--- src/rtl/display_scan_ctrl.sv ---
// Two-digit seven-segment sequencer: serial binary-to-BCD conversion plus a shared-decoder digit scanner.
// Optional build macro: BLANK_LEADING_ZERO_EN blanks the tens position while tens_q is zero.
module display_scan_ctrl #(
    parameter int REFRESH_DIV = 1000
) (
    input  logic       clk,
    input  logic       rst_n,
    input  logic       in_val,
    output logic       in_rdy,
    input  logic [4:0] in,
    output logic       upd,
    output logic [3:0] digit,
    output logic [1:0] digit_en
);

    typedef enum logic {
        IDLE = 1'b0,
        CONV = 1'b1
    } state_t;

    localparam int CW = (REFRESH_DIV > 1) ? $clog2(REFRESH_DIV) : 1;
    localparam logic [CW-1:0] CNT_MAX = CW'(REFRESH_DIV - 1);

    state_t state;
    state_t state_nxt;

    logic [4:0]    rem;
    logic [1:0]    tcnt;
    logic [3:0]    tens_q;
    logic [3:0]    ones_q;
    logic          xfer;
    logic          rem_ge10;
    logic [CW-1:0] cnt;
    logic          sel;
    logic          wrap;
    logic [1:0]    tens_en;

    assign xfer     = in_val && in_rdy;
    assign rem_ge10 = (rem >= 5'd10);
    assign wrap     = (cnt == CNT_MAX);

    always_ff @(posedge clk or negedge rst_n) begin
        if (!rst_n) begin
            state <= IDLE;
        end else begin
            state <= state_nxt;
        end
    end

    always_comb begin
        state_nxt = state;
        case (state)
            IDLE:    if (xfer) state_nxt = CONV;
            CONV:    if (!rem_ge10) state_nxt = IDLE;
            default: state_nxt = IDLE;
        endcase
    end

    always_comb begin
        in_rdy = (state == IDLE);
    end

    // tens_q/ones_q move together on the commit edge, so the display never shows a half-converted value.
    always_ff @(posedge clk or negedge rst_n) begin
        if (!rst_n) begin
            rem    <= '0;
            tcnt   <= '0;
            tens_q <= '0;
            ones_q <= '0;
            upd    <= 1'b0;
        end else begin
            upd <= 1'b0;
            case (state)
                IDLE: begin
                    if (xfer) begin
                        rem  <= in;
                        tcnt <= '0;
                    end
                end
                CONV: begin
                    if (rem_ge10) begin
                        rem  <= rem - 5'd10;
                        tcnt <= tcnt + 2'd1;
                    end else begin
                        tens_q <= {2'b00, tcnt};
                        ones_q <= rem[3:0];
                        upd    <= 1'b1;
                    end
                end
                default: ;
            endcase
        end
    end

`ifdef BLANK_LEADING_ZERO_EN
    assign tens_en = (tens_q == 4'd0) ? 2'b00 : 2'b10;
`else
    assign tens_en = 2'b10;
`endif

    // Scanner is free-running; digit/digit_en are loaded only when sel flips.
    always_ff @(posedge clk or negedge rst_n) begin
        if (!rst_n) begin
            cnt      <= '0;
            sel      <= 1'b0;
            digit    <= 4'd0;
            digit_en <= 2'b01;
        end else if (wrap) begin
            cnt <= '0;
            sel <= ~sel;
            if (!sel) begin
                digit    <= tens_q;
                digit_en <= tens_en;
            end else begin
                digit    <= ones_q;
                digit_en <= 2'b01;
            end
        end else begin
            cnt <= cnt + 1'b1;
        end
    end

endmodule
--- config.mk ---
export PLATFORM = sky130hd
export DESIGN_NAME = display_scan_ctrl
export DESIGN_NICKNAME = d
export VERILOG_FILES = /design/src/rtl/display_scan_ctrl.sv
export SDC_FILE = /design/constraint.sdc
export NUM_CORES = 1
export LEC_CHECK = 0
export BUFFER_PORTS_ARGS = -buffer_cell sky130_fd_sc_hd__clkbuf_2
export CELL_PAD_IN_SITES_DETAIL_PLACEMENT = 1
export CELL_PAD_IN_SITES_GLOBAL_PLACEMENT = 2
export CORE_ASPECT_RATIO = 0.8
export CORE_UTILIZATION = 34
export DETAILED_ROUTE_END_ITERATION = 7
export GPL_TIMING_DRIVEN = 0
export PLACE_DENSITY = 0.72
export RECOVER_POWER = 50
export SLEW_MARGIN = 0
export SYNTH_ARGS = -nofsm -noshare
export SYNTH_HDL_FRONTEND = slang
export SYNTH_SLANG_ARGS = --single-unit
export TNS_END_PERCENT = 100
--- constraint.sdc ---
create_clock -name clk -period 1.59 [get_ports clk]
set_input_delay 0.2385 -clock clk [delete_from_list [all_inputs] [get_ports clk]]
set_output_delay 0.2385 -clock clk [all_outputs]
set_load 0.03 [all_outputs]
# Word level (Yosys, flattened, before mapping)
# Index checks and enable logic that the tools add are counted.
op_classes:
  add_sub_neg: 3
  magnitude_cmp: 1
  eq_ne: 3
  muxes: 14
  n_bitwise: 3
  n_reduce_logical: 3
op_table:
  columns: ["cell", "n"]
  rows:
  - ["adder 10 x 1 -> 10 bit, second input constant", 1]
  - ["== test 10 bit, second input constant", 1]
  - ["2-to-1 mux 10 bit", 1]
  - ["2-to-1 mux 5 bit", 2]
  - ["case mux 5 bit (2 select lines)", 1]
  - ["2-to-1 mux 2 bit", 3]
  - ["greater-or-equal comparator 5 x 4 -> 1 bit, second input constant", 1]
  - ["subtractor 5 x 4 -> 5 bit, second input constant", 1]
  - ["2-to-1 mux 1 bit", 4]
  - ["2-to-1 mux 4 bit", 1]
  - ["!= test 2 x 1 -> 1 bit, second input constant", 2]
  - ["case mux 2 bit (2 select lines)", 1]
  - ["AND reduction 2 bit", 2]
  - ["inverter 1 bit", 3]
  - ["adder 2 x 1 -> 2 bit, second input constant", 1]
  - ["case mux 1 bit (2 select lines)", 1]
  - ["logical AND 1 bit", 1]
totals:
  ff_bits: 32
  input_bits: 8
  wordCells: 37

# Depth between registers and ports, before layout
# Gate-level depths: netlist (run 1).
logic_depth:
  ltp_word: 4
  ltp_mapped: 5

# Worst setup path after synthesis (run 1)
# No wires, ideal clock.
synth_timing:
  path_type: "reg2reg"
  start: "reg rem[1]"
  end: "reg ones_q[0]"
  setup_time_ps: 125
  t_arrival_ps: 1534
  t_required_ps: 1465
  path_slack_ps: -69
  stages_incl_launch_ff: 6
  n_path_buf: 0
  period_less_slack_ps: 1659
  cell_sequence: "dfrtp_1 -> inv_1 -> ha_1 -> and2b_1 -> nor3_4 -> mux2_4"
synth_via:
  elab_chain_cells: 3
synth_lines:
  columns: ["item", "line_no", "rtl"]
  rows:
  - ["from (decl)", "27", "logic [4:0] rem;"]
  - ["from (signal assigned)", "76", "rem <= in;"]
  - ["from (signal assigned)", "82", "rem <= rem - 5'd10;"]
  - ["greater-or-equal comparator 5 x 4 -> 1 bit", "39", "assign rem_ge10 = (rem >= 5'd10);"]
  - ["inverter 1 bit (no line)", null, null]
  - ["AND reduction 2 bit (no line)", null, null]
  - ["to (signal assigned)", "86", "ones_q <= rem[3:0];"]
  - ["to (decl)", "30", "logic [3:0] ones_q;"]
# Every way passes these cells.
# A chain may end at the register's enable or synchronous reset.

# Worst setup path in the final report (run 1)
layout_timing:
  start: "reg rem[1]"
  end: "reg ones_q[2]"
# The elaborated chain is that of the path after synthesis.

==> summary.md, run 1 <==
| Metric | Value |
|---|---|
| Die H | `61.5 um` |
| Total global routing overflow | `0` |
| Core Footprint | `0.00420 mm^2` |
| Cell leakage power | `0.831 nW` |
| Worst-path cell chain | `inv_2 > ha_4 > and2b_2 > nor3_4 > mux2_4` |
| Vias | `1146` |
| Nets@finish | `180` |
| Cells after Synth | `136` |
| GR Util All Layers | `15.7%` |
| CTS max path bufs | `2` |
| Fin crit period | `1560 ps` |
| FF-to-FF path depth | `5` |
| Met2 usage | `22.4%` |
| CTS tree | `done` |
| Initial Util | `35.8%` |
| DR iter-0 viols | `51` |
| Status | `completed` |
| Commonest cells after routing, fill and taps aside | `dfrtp_1, clkbuf_2, buf_4` |
| H-tree Lvls | `2` |
| Pins Over Slew Limit | `0` |
| Sequential share of the synthesized area | `51.6%` |
| Max incr delay on CP | `400 ps` |
| Area grow syn2layout | `26.2%` |
| Fin Clk Skew | `4.09 ps` |
| Crit Path Max Fanout | `5` |
| Vias in the first global route | `1095` |
| I/O pin total | `16` |
| Post-Synthesis Net Count | `146` |
| Critical path depth | `5` |
| Final period util | `98.2%` |
| Drt first pass iters | `4` |
| GR Layer Usage met3 | `4.00%` |
| Routed len/inst | `14.4 um` |
| Slowest cell on crit path | `dfrtp_1` |
| Met1 Use GR | `22.3%` |
| WP buf/inv | `1` |
| Max cap viols | `0` |
| Cell family with most CP delay | `simple AND/OR/NAND/NOR gates` |
| RSZ-0062 raised after global routing | `true` |
| Fin area | `0.00190 mm^2` |
| Pwr dens | `1620 mW/mm^2` |
| Synth Cell Area | `0.00151 mm^2` |
| Initial antenna violation count | `0` |
| Setup crit start kind | `flop` |
| Post-synth cell types | `44` |
| Clock tree sinks | `31` |
| Peak supply drop | `707 uV` |
| Die width | `76.4 um` |
| CTS Hold Bufs | `0` |
| Port Buffer Count | `15` |
| Largest net degree at the start of global routing | `32` |
| CTS root buf | `clkbuf_8` |
| Remaining antenna violation count | `0` |
| DRC | `0` |
| Final hold viol count | `0` |
| Final GP Congestion | `0.743` |
| Yosys reg bits | `31` |
| Syn Area/Cell | `11.1 um^2` |
| Yosys warning count | `0` |
| Global-route wire length before repair | `5440 um` |
| Grt peak-use layer | `met2` |
| Antenna diodes | `0` |
| Post-DP Area | `0.00167 mm^2` |
| Worst slew pin tran | `776 ps` |
| Final setup fails | `0` |
| Achievable clock frequency | `0.641 GHz` |
| DRT Wirelength | `3290 um` |
| Leading cell type in the layout, fill and taps excluded | `dfrtp_1` |
| Slew headroom | `48.2%` |
| Clock-pin slew on the worst setup and hold paths | `60 ps` |
| Worst min path class | `in -> async` |
| Dpl hpwl | `2350 um` |
| Endpoint class of the critical path | `flop` |
| Post-layout util | `45.2%` |
| Worst skew pair latency | `280 ps` |
| Layout cell share with drive strength beyond 1 | `32.7%` |
| Arrival time at the worst endpoint | `1730 ps` |
| Vias per cell | `5.03` |
| Die area | `0.00470 mm^2` |
| Required time worst endpoint | `1760 ps` |
| # rows | `21` |
| TritonCTS Buffers | `5` |
| Worst setup path class | `reg -> reg` |
[final cells by class]
cell class / instances / area (um^2)
Buffer: 3 / 16.3
Clock buffer: 8 / 100
Fill cell: 472 / 2300
Inverter: 9 / 33.8
Multi-Input combinational cell: 93 / 724
Sequential cell: 31 / 777
Tap cell: 57 / 71.3
Timing Repair Buffer: 27 / 178
[sequential cells by signal, summed over array words and instances, names as in the netlist]
signal    flops
state         1
digit_en      2
cnt          10
rem           5
ones_q        4
upd           1
tcnt          2
tens_q        2
digit         4
[through the flow]
stage | setup TNS, ps | hold slack (ps) | total power (W) | std cells | setup slack [ps]
floorplan | 0 | -57.1 | 0.00188 | 136 | 19.6
global placement | -550 | 363 | 0.00209 | 208 | -161
detailed placement | -678 | 362 | 0.00215 | 208 | -169
CTS | -47.0 | 53.6 | 0.00303 | 226 | -24.6
global route | -140 | 95.2 | 0.00330 | 228 | -49.9
finish | 0 | 26.1 | 0.00307 | 228 | 29.1
[timing repair]
action	CTS	global route
resized for setup	3	6
setup buffers	10	2
pin swaps	4	1
endpoints found under the setup margin	11	16
[final timing paths]
kind | from | endpoint | slack, ps
max reg2reg | rem[1]$_DFFE_PN0P_ | ones_q[2]$_DFFE_PN0P_ | 30
max | rem[1]$_DFFE_PN0P_ | ones_q[2]$_DFFE_PN0P_ | 30
min reg2reg | ones_q[3]$_DFFE_PN0P_ | ones_q[3]$_DFFE_PN0P_ | 500
min | rst_n | tcnt[1]$_DFFE_PN0P_ | 30
max in group asynchronous | rst_n | cnt[8]$_DFF_PN0_ | 1080
min in group clk | in[0] | rem[0]$_DFFE_PN0P_ | 190
[report_power, final]
part           internal (W)  switching [W]  total, W
clock network      0.000394       0.000280  0.000674
registers          0.000986       0.000170   0.00116
logic              0.000653       0.000588   0.00124
[kinds of logic (layout without fill, tap and decap cells)]
| family | count (synthesis) | count (layout) | share of synthesized area, % |
|---|---|---|---|
| XOR/XNOR | 5 | 5 | 2.91 |
| AND/OR/NAND/NOR | 46 | 46 | 20.2 |
| flip-flops | 31 | 31 | 51.6 |
| buffers and inverters | 12 | 47 | 3.24 |
| adder cells (fa/ha/maj) | 2 | 2 | 1.66 |
| AO/OA/AOI/OAI | 31 | 31 | 13.6 |
| multiplexers | 9 | 9 | 6.81 |
[Yosys cell counts]
cell	instances	area, um^2
xnor2_1	3	26.3
and4_1	1	8.76
a21oi_1	8	40.0
nor3_4	2	32.5
or3_1	3	18.8
o32a_1	1	10.0
mux2i_1	5	50.1
a31oi_1	2	12.5
or2b_1	1	7.51
xor2_1	2	17.5
nand3_1	7	35.0
nand2_1	9	33.8
o21ai_0	7	35.0
nand4bb_1	1	11.3
nand2b_1	1	6.26
mux2_2	2	22.5
or4_1	2	15.0
o22a_1	1	8.76
nor2_1	4	15.0
buf_1	1	3.75
nand4_1	3	18.8
mux2_4	2	30.0
nor3b_1	1	7.51
and2b_1	2	15.0
dfstp_2	1	26.3
dfrtp_1	30	751
buf_4	1	7.51
clkbuf_1	1	3.75
ha_1	2	25.0
o31ai_1	3	22.5
nand4bb_2	1	16.3
nand3b_1	1	7.51
a31oi_2	1	12.5
a31o_2	1	8.76
o211ai_1	3	22.5
a211oi_1	1	7.51
a21boi_0	1	7.51
o221ai_1	1	8.76
and4bb_2	2	25.0
nor2b_1	3	18.8
inv_1	9	33.8
a2bb2oi_1	1	8.76
and2_1	1	6.26
nor3_1	1	5.00
[metal layers]
metal | wire length (um) | part of all wire [%]
met4 | 55 | 1.7
met5 | 0 | 0
met1 | 1800 | 55
met2 | 1320 | 40
met3 | 115 | 3.5
Note: power is estimated with default switching activity, not from simulation.
==> inputs of run 2 (changes only) <==
- BUFFER_PORTS_ARGS: -buffer_cell sky130_fd_sc_hd__clkbuf_2 -> unset
- CORE_UTILIZATION: 34 -> 37
- DONT_BUFFER_PORTS: unset -> 1
==> run 2 against run 1 <==
  * Sequential power about the same
  * Sequential share of layout area increased by 1.2 points
  * Critical endpoint unchanged
  * Core utilization increased by 2.8 points
  * Largest power group is now sequential cells
  * Highest routed layer unchanged
  * Count of clock-buffer cells in the layout decreased by 2
  * Clock power increased by 38%
  * Largest cell class unchanged
==> summary.md, run 2 (synthesis gave the netlist of run 1 again) <==
| Metric | Value |
|---|---|
| Status | `completed (unchanged)` |
| Area grow syn2layout | `22.8% (was 26.2%)` |
| Min setup slack post-route | `62.0 ps (was 29.1 ps)` |
| TritonCTS Buffers | `5 (unchanged)` |
| Worst slew pin tran | `773 ps (was 776 ps)` |
| Worst r2r src | `rem[2]$_DFFE_PN0P_ (was rem[1]$_DFFE_PN0P_)` |
| Peak supply drop | `731 uV (was 707 uV)` |
| Vias in the first global route | `1231 (was 1095)` |
| Register Area | `778 um^2 (was 777 um^2)` |
| Fin Clk Skew | `3.43 ps (was 4.09 ps)` |
| Multi-input gate area | `713 um^2 (was 724 um^2)` |
| Required time worst endpoint | `1760 ps (about the same)` |
| Layout cell share with drive strength beyond 1 | `25.6% (was 32.7%)` |
| GR Util All Layers | `19.5% (was 15.7%)` |
| Vias | `1122 (was 1146)` |
| Dpl hpwl | `2410 um (was 2350 um)` |
| Biggest regs | `cnt (10), rem (5) (unchanged)` |
| CTS root buf | `clkbuf_8 (unchanged)` |
| Final period util | `96.1% (was 98.2%)` |
| CTS max path bufs | `2 (unchanged)` |
| Worst skew pair latency | `280 ps (about the same)` |
| # rows | `20 (was 21)` |
| Worst setup path class | `reg -> reg (unchanged)` |
| Die H | `59.1 um (was 61.5 um)` |
| Commonest cells after routing, fill and taps aside | `dfrtp_1, nand2_1, buf_4 (was dfrtp_1, clkbuf_2, buf_4)` |
| Slew headroom | `48.5% (was 48.2%)` |
| Final setup fails | `0 (unchanged)` |
| RSZ-0062 raised after global routing | `true (unchanged)` |
| Setup crit start kind | `flop (unchanged)` |
| Net Sw Frac | `32.5% (was 33.8%)` |
| Crit Path Max Fanout | `4 (was 5)` |
| Switching power | `0.00106 W (was 0.00104 W)` |
| Antenna diodes | `0 (unchanged)` |
| I/O pin total | `16 (unchanged)` |
| DRC | `0 (unchanged)` |
| Initial antenna violation count | `0 (unchanged)` |
| Final GP Congestion | `0.785 (was 0.743)` |
| Most flops, register | `cnt (unchanged)` |
| Max cap viols | `0 (unchanged)` |
| TNS Setup | `0 ps (unchanged)` |
| Routed len/inst | `17.1 um (was 14.4 um)` |
| Cell leakage power | `0.778 nW (was 0.831 nW)` |
| Largest register FFs | `10 (unchanged)` |
| Hold_sp | `in[0]` |
| Global-route wire length before repair | `6110 um (was 5440 um)` |
| Pwr dens | `1760 mW/mm^2 (was 1620 mW/mm^2)` |
| Post-DP Area | `0.00159 mm^2 (was 0.00167 mm^2)` |
| Endpoint class of the critical path | `flop (unchanged)` |
| Fill cell count | `435 (was 472)` |
| Final hold viol count | `0 (unchanged)` |
| Pins Over Slew Limit | `0 (unchanged)` |
| Pint | `0.00220 W (was 0.00203 W)` |
| Leading cell type in the layout, fill and taps excluded | `dfrtp_1 (unchanged)` |
| Achievable clock frequency | `0.654 GHz (was 0.641 GHz)` |
| Vias per cell | `5.32 (was 5.03)` |
| Core Footprint | `0.00385 mm^2 (was 0.00420 mm^2)` |
| Fin crit period | `1530 ps (was 1560 ps)` |
| DRT Wirelength | `3600 um (was 3290 um)` |
| Worst min path class | `in -> reg (was in -> async)` |
| Total global routing overflow | `0 (unchanged)` |
| Largest net degree at the start of global routing | `32 (unchanged)` |
| Nets@finish | `165 (was 180)` |
| Arrival time at the worst endpoint | `1700 ps (was 1730 ps)` |
| Setup crit start | `rem[2]$_DFFE_PN0P_ (was rem[1]$_DFFE_PN0P_)` |
| H-tree Lvls | `2 (unchanged)` |
| Place WS | `-186 ps (was -169 ps)` |
| Drt first pass iters | `4 (unchanged)` |
| Clock share of power | `28.5% (was 22.0%)` |
| Share of power burned in registers | `36.1% (was 37.6%)` |
| Port Buffer Count | `0 (was 15)` |
| Remaining antenna violation count | `0 (unchanged)` |
| CTS tree | `done (unchanged)` |
| Die area | `0.00433 mm^2 (was 0.00470 mm^2)` |
| Clock tree sinks | `31 (unchanged)` |
| R2R setup slack | `60 ps (was 30 ps)` |
| Logic gate share of total power | `35.4% (was 40.4%)` |
| Initial Util | `39.1% (was 35.8%)` |
| DR iter-0 viols | `54 (was 51)` |
| Clock-pin slew on the worst setup and hold paths | `70 ps (was 60 ps)` |
| Fin area | `0.00185 mm^2 (was 0.00190 mm^2)` |
| Die width | `73.3 um (was 76.4 um)` |
[run 2: changes by cell type in the layout (fill, tap and decap cells not counted), sizes merged]
cell	delta
clkbuf	-15
bufinv	+2
dlygate4sd3	+1
buf	-3
[run 2: final timing paths]
| kind | end | cells after the start |
|---|---|---|
| worst max-delay path | ones_q[2]$_DFFE_PN0P_ | 5 |
| worst min-delay path | rem[0]$_DFFE_PN0P_ | 1 |
| worst max register to register | ones_q[2]$_DFFE_PN0P_ | 5 |
| worst min register to register | cnt[0]$_DFF_PN0_ | 1 |
| max in group asynchronous | cnt[0]$_DFF_PN0_ | 2 |
| min in group asynchronous | cnt[9]$_DFF_PN0_ | 2 |
[run 2: layout make-up]
cell class	instances	area share (%)
Buffer	3	0.880
Clock buffer	6	3.92
Sequential cell	31	42.1
Inverter	9	1.83
Multi-Input combinational cell	93	38.6
Tap cell	55	3.72
Clock inverter	2	3.25
Timing Repair Buffer	12	5.75
[run 2: routing by layer]
layer	up-vias	track usage [%]	wire [um]
met3	6	5.44	120
met5	-	0	0
li1	534	-	-
met1	565	25.8	1760
met2	17	30.2	1670
met4	0	8.52	49
[run 2: timing repair]
action,in CTS,in global routing
setup buffers,8,2
endpoints found under the hold margin,31,0
endpoints found under the setup margin,12,16
pin swaps,2,4
hold buffers,2,0
resized for setup,2,7
[run 2: per-stage QoR]
step | std cells | power (W) | util, % | hold WS, ps
2_1_floorplan | 136 | 0.00188 | - | -57.1
5_1_grt | 211 | 0.00345 | 48.0 | 101
4_1_cts | 209 | 0.00320 | 47.4 | 107
6_report | 211 | 0.00326 | 48.0 | 111
3_3_place_gp | 191 | 0.00205 | 41.2 | -56.2
3_5_place_dp | 191 | 0.00210 | 41.2 | -56.4
[run 2: worst max-delay path, stage by stage, from the launching register on]
cell,delay (ps)
dfrtp_1,390
inv_2,90
ha_4,140
and2b_2,250
nor3_4,220
mux2_4,330
[run 2: power groups by stage]
stage               logic [W]  registers [W]  clock network, W
finish                0.00115        0.00117          0.000929
global placement     0.000863        0.00119                 0
CTS                   0.00109        0.00117          0.000943
floorplan            0.000751        0.00113                 0
detailed placement   0.000900        0.00120                 0
global route          0.00127        0.00120          0.000984
==> inputs of run 3 (changes only) <==
- CORE_ASPECT_RATIO: 0.8 -> unset
==> run 3 against run 2 <==
  * Critical path depth stayed put
  * Sequential power hardly changed
  * Maximum frequency is 2.6% lower
  * Cell count is 0.47% lower
  * Register-to-register slack worse by 40 ps
==> summary.md, run 3 (synthesis gave the netlist of run 1 again) <==
| Metric | Value |
|---|---|
| Pwr dens | `1690 mW/mm^2 (was 1760 mW/mm^2)` |
| Slew headroom | `47.5% (was 48.5%)` |
| Final period util | `98.7% (was 96.1%)` |
| DRT Wirelength | `3750 um (was 3600 um)` |
| Worst skew pair latency | `290 ps (was 280 ps)` |
| Area grow syn2layout | `22.5% (was 22.8%)` |
| Register Area | `778 um^2 (unchanged)` |
| Vias | `1153 (was 1122)` |
| Clock-pin slew on the worst setup and hold paths | `70 ps (about the same)` |
| Power Total | `0.00311 W (was 0.00326 W)` |
| Vias in the first global route | `1256 (was 1231)` |
| Arrival time at the worst endpoint | `1750 ps (was 1700 ps)` |
| Worst R2R End | `ones_q[0]$_DFFE_PN0P_ (was ones_q[2]$_DFFE_PN0P_)` |
| Multi-input gate area | `727 um^2 (was 713 um^2)` |
| Core Footprint | `0.00377 mm^2 (was 0.00385 mm^2)` |
| Die area | `0.00433 mm^2 (about the same)` |
| Antenna diodes | `0 (unchanged)` |
| Layout cell share with drive strength beyond 1 | `29.6% (was 25.6%)` |
| Crit Path Max Fanout | `5 (was 4)` |
| Required time worst endpoint | `1770 ps (was 1760 ps)` |
| Post-layout util | `48.9% (was 48.0%)` |
| DR iter-0 viols | `72 (was 54)` |
| Largest register FFs | `10 (unchanged)` |
| Max cap viols | `0 (unchanged)` |
| Post-DP Area | `0.00158 mm^2 (was 0.00159 mm^2)` |
| Status | `completed (unchanged)` |
| Critical path destination | `ones_q[0]$_DFFE_PN0P_ (was ones_q[2]$_DFFE_PN0P_)` |
| Worst slew pin tran | `787 ps (was 773 ps)` |
| Worst-path cell chain | `inv_2 > ha_4 > and2b_2 > nor3_4 > mux2_4 (unchanged)` |
| Global-route wire length before repair | `6010 um (was 6110 um)` |
| DRC | `0 (unchanged)` |
| I/O pin total | `16 (unchanged)` |
| Commonest cells after routing, fill and taps aside | `dfrtp_1, buf_4, nand2_1 (was dfrtp_1, nand2_1, buf_4)` |
| Nets@finish | `171 (was 165)` |
| Vias per cell | `5.49 (was 5.32)` |
| # rows | `22 (was 20)` |
| Port Buffer Count | `0 (unchanged)` |
| Initial Util | `39.9% (was 39.1%)` |
| Leading cell type in the layout, fill and taps excluded | `dfrtp_1 (unchanged)` |
| Final setup fails | `0 (unchanged)` |
| Worst min path class | `in -> reg (unchanged)` |
| CTS root buf | `clkbuf_8 (unchanged)` |
| Most flops, register | `cnt (unchanged)` |
| GR Util All Layers | `19.2% (was 19.5%)` |
| Total global routing overflow | `0 (unchanged)` |
| Worst r2r src | `rem[1]$_DFFE_PN0P_ (was rem[2]$_DFFE_PN0P_)` |
| Final GP Congestion | `0.744 (was 0.785)` |
| Fin area | `0.00185 mm^2 (about the same)` |
| Pins Over Slew Limit | `0 (unchanged)` |
| Die H | `65.8 um (was 59.1 um)` |
| Share of power burned in registers | `37.7% (was 36.1%)` |
| TritonCTS Buffers | `5 (unchanged)` |
| Slowest cell on crit path | `dfrtp_1 (unchanged)` |
| Pint | `0.00200 W (was 0.00220 W)` |
| Drt first pass iters | `4 (unchanged)` |
| CTS max path bufs | `2 (unchanged)` |
| Remaining antenna violation count | `0 (unchanged)` |
| Routed len/inst | `17.8 um (was 17.1 um)` |
| Clock tree sinks | `31 (unchanged)` |
| TNS Setup | `0 ps (unchanged)` |
| Achievable clock frequency | `0.637 GHz (was 0.654 GHz)` |
| Clock share of power | `20.9% (was 28.5%)` |
| Placed insts | `184 (was 191)` |
| Net Sw Frac | `35.7% (was 32.5%)` |
| Fin crit period | `1570 ps (was 1530 ps)` |
| FF-to-FF path depth | `5 (unchanged)` |
| Setup crit start kind | `flop (unchanged)` |
| RSZ-0062 raised after global routing | `true (unchanged)` |
| Die width | `65.8 um (was 73.3 um)` |
| Switching power | `0.00111 W (was 0.00106 W)` |
| Endpoint class of the critical path | `flop (unchanged)` |
| Final non-filler cell total | `210 (was 211)` |
| Dpl hpwl | `2370 um (was 2410 um)` |
| Final hold viol count | `0 (unchanged)` |
| Biggest regs | `cnt (10), rem (5) (unchanged)` |
| Logic gate share of total power | `41.4% (was 35.4%)` |
| Worst setup path class | `reg -> reg (unchanged)` |
| Peak supply drop | `856 uV (was 731 uV)` |
| Initial antenna violation count | `0 (unchanged)` |
| CTS tree | `done (unchanged)` |
| R2R setup slack | `20 ps (was 60 ps)` |
| Cell leakage power | `0.784 nW (was 0.778 nW)` |
| Max incr delay on CP | `390 ps (about the same)` |
| H-tree Lvls | `2 (unchanged)` |
| Fin Clk Skew | `4.71 ps (was 3.43 ps)` |
| Setup crit start | `rem[1]$_DFFE_PN0P_ (was rem[2]$_DFFE_PN0P_)` |
| Fill cell count | `412 (was 435)` |
| Largest net degree at the start of global routing | `32 (unchanged)` |
[run 3: metal layers]
layer / track usage, % / share of wire (%)
met1: 23.2 / 45
met2: 31.4 / 50
met3: 4.14 / 2.7
met4: 10.6 / 1.7
met5: 0 / 0
[run 3: stage by stage]
stage	setup WS [ps]	hold slack (ps)
3_5_place_dp	-181	-56.4
6_report	21.1	113
4_1_cts	10.9	106
3_3_place_gp	-157	-56.4
5_1_grt	-32.2	111
2_1_floorplan	19.6	-57.1
[run 3: worst min-delay path by stage]
stage / start / depth (start not counted) / endpoint
6_report: in[0] / 1 / rem[0]$_DFFE_PN0P_
5_1_grt: in[0] / 1 / rem[0]$_DFFE_PN0P_
4_1_cts: in[0] / 1 / rem[0]$_DFFE_PN0P_
3_5_place_dp: rst_n / 0 / digit[3]$_DFFE_PN0N_
3_3_place_gp: rst_n / 0 / digit[2]$_DFFE_PN0N_
2_1_floorplan: rst_n / 0 / cnt[0]$_DFF_PN0_
[run 3: layout make-up]
type	instances	share of cell area, %
flip-flops and latches	31	42.2
clock buffers	7	4.68
repair buffers	18	7.32
inverters	9	2.03
multi-input cells	93	39.4
plain buffers	3	0.881
well taps	48	3.25
clock inverters	1	0.271
[run 3: power by group through the flow]
stage	clock [W]	sequential [W]	combinational (W)
5_1_grt	0.000700	0.00120	0.00141
6_report	0.000651	0.00117	0.00129
3_5_place_dp	0	0.00120	0.000904
3_3_place_gp	0	0.00119	0.000862
4_1_cts	0.000678	0.00117	0.00115
2_1_floorplan	0	0.00113	0.000751
[run 3: worst max-delay path, delay by kind of cell (launching register included)]
| kind | cells | cell delay [ps] |
|---|---|---|
| fa+ha+maj | 1 | 130 |
| simple gates | 2 | 520 |
| flops | 1 | 390 |
| mux | 1 | 330 |
| buf+inv | 1 | 90 |
[run 3: repair_timing]
action | in CTS | in global routing
endpoints found under the hold margin | 31 | 0
hold buffers | 2 | 0
pin swaps | 3 | 3
endpoints found under the setup margin | 14 | 15
buffers inserted | 12 | 4
resized for setup | 4 | 7
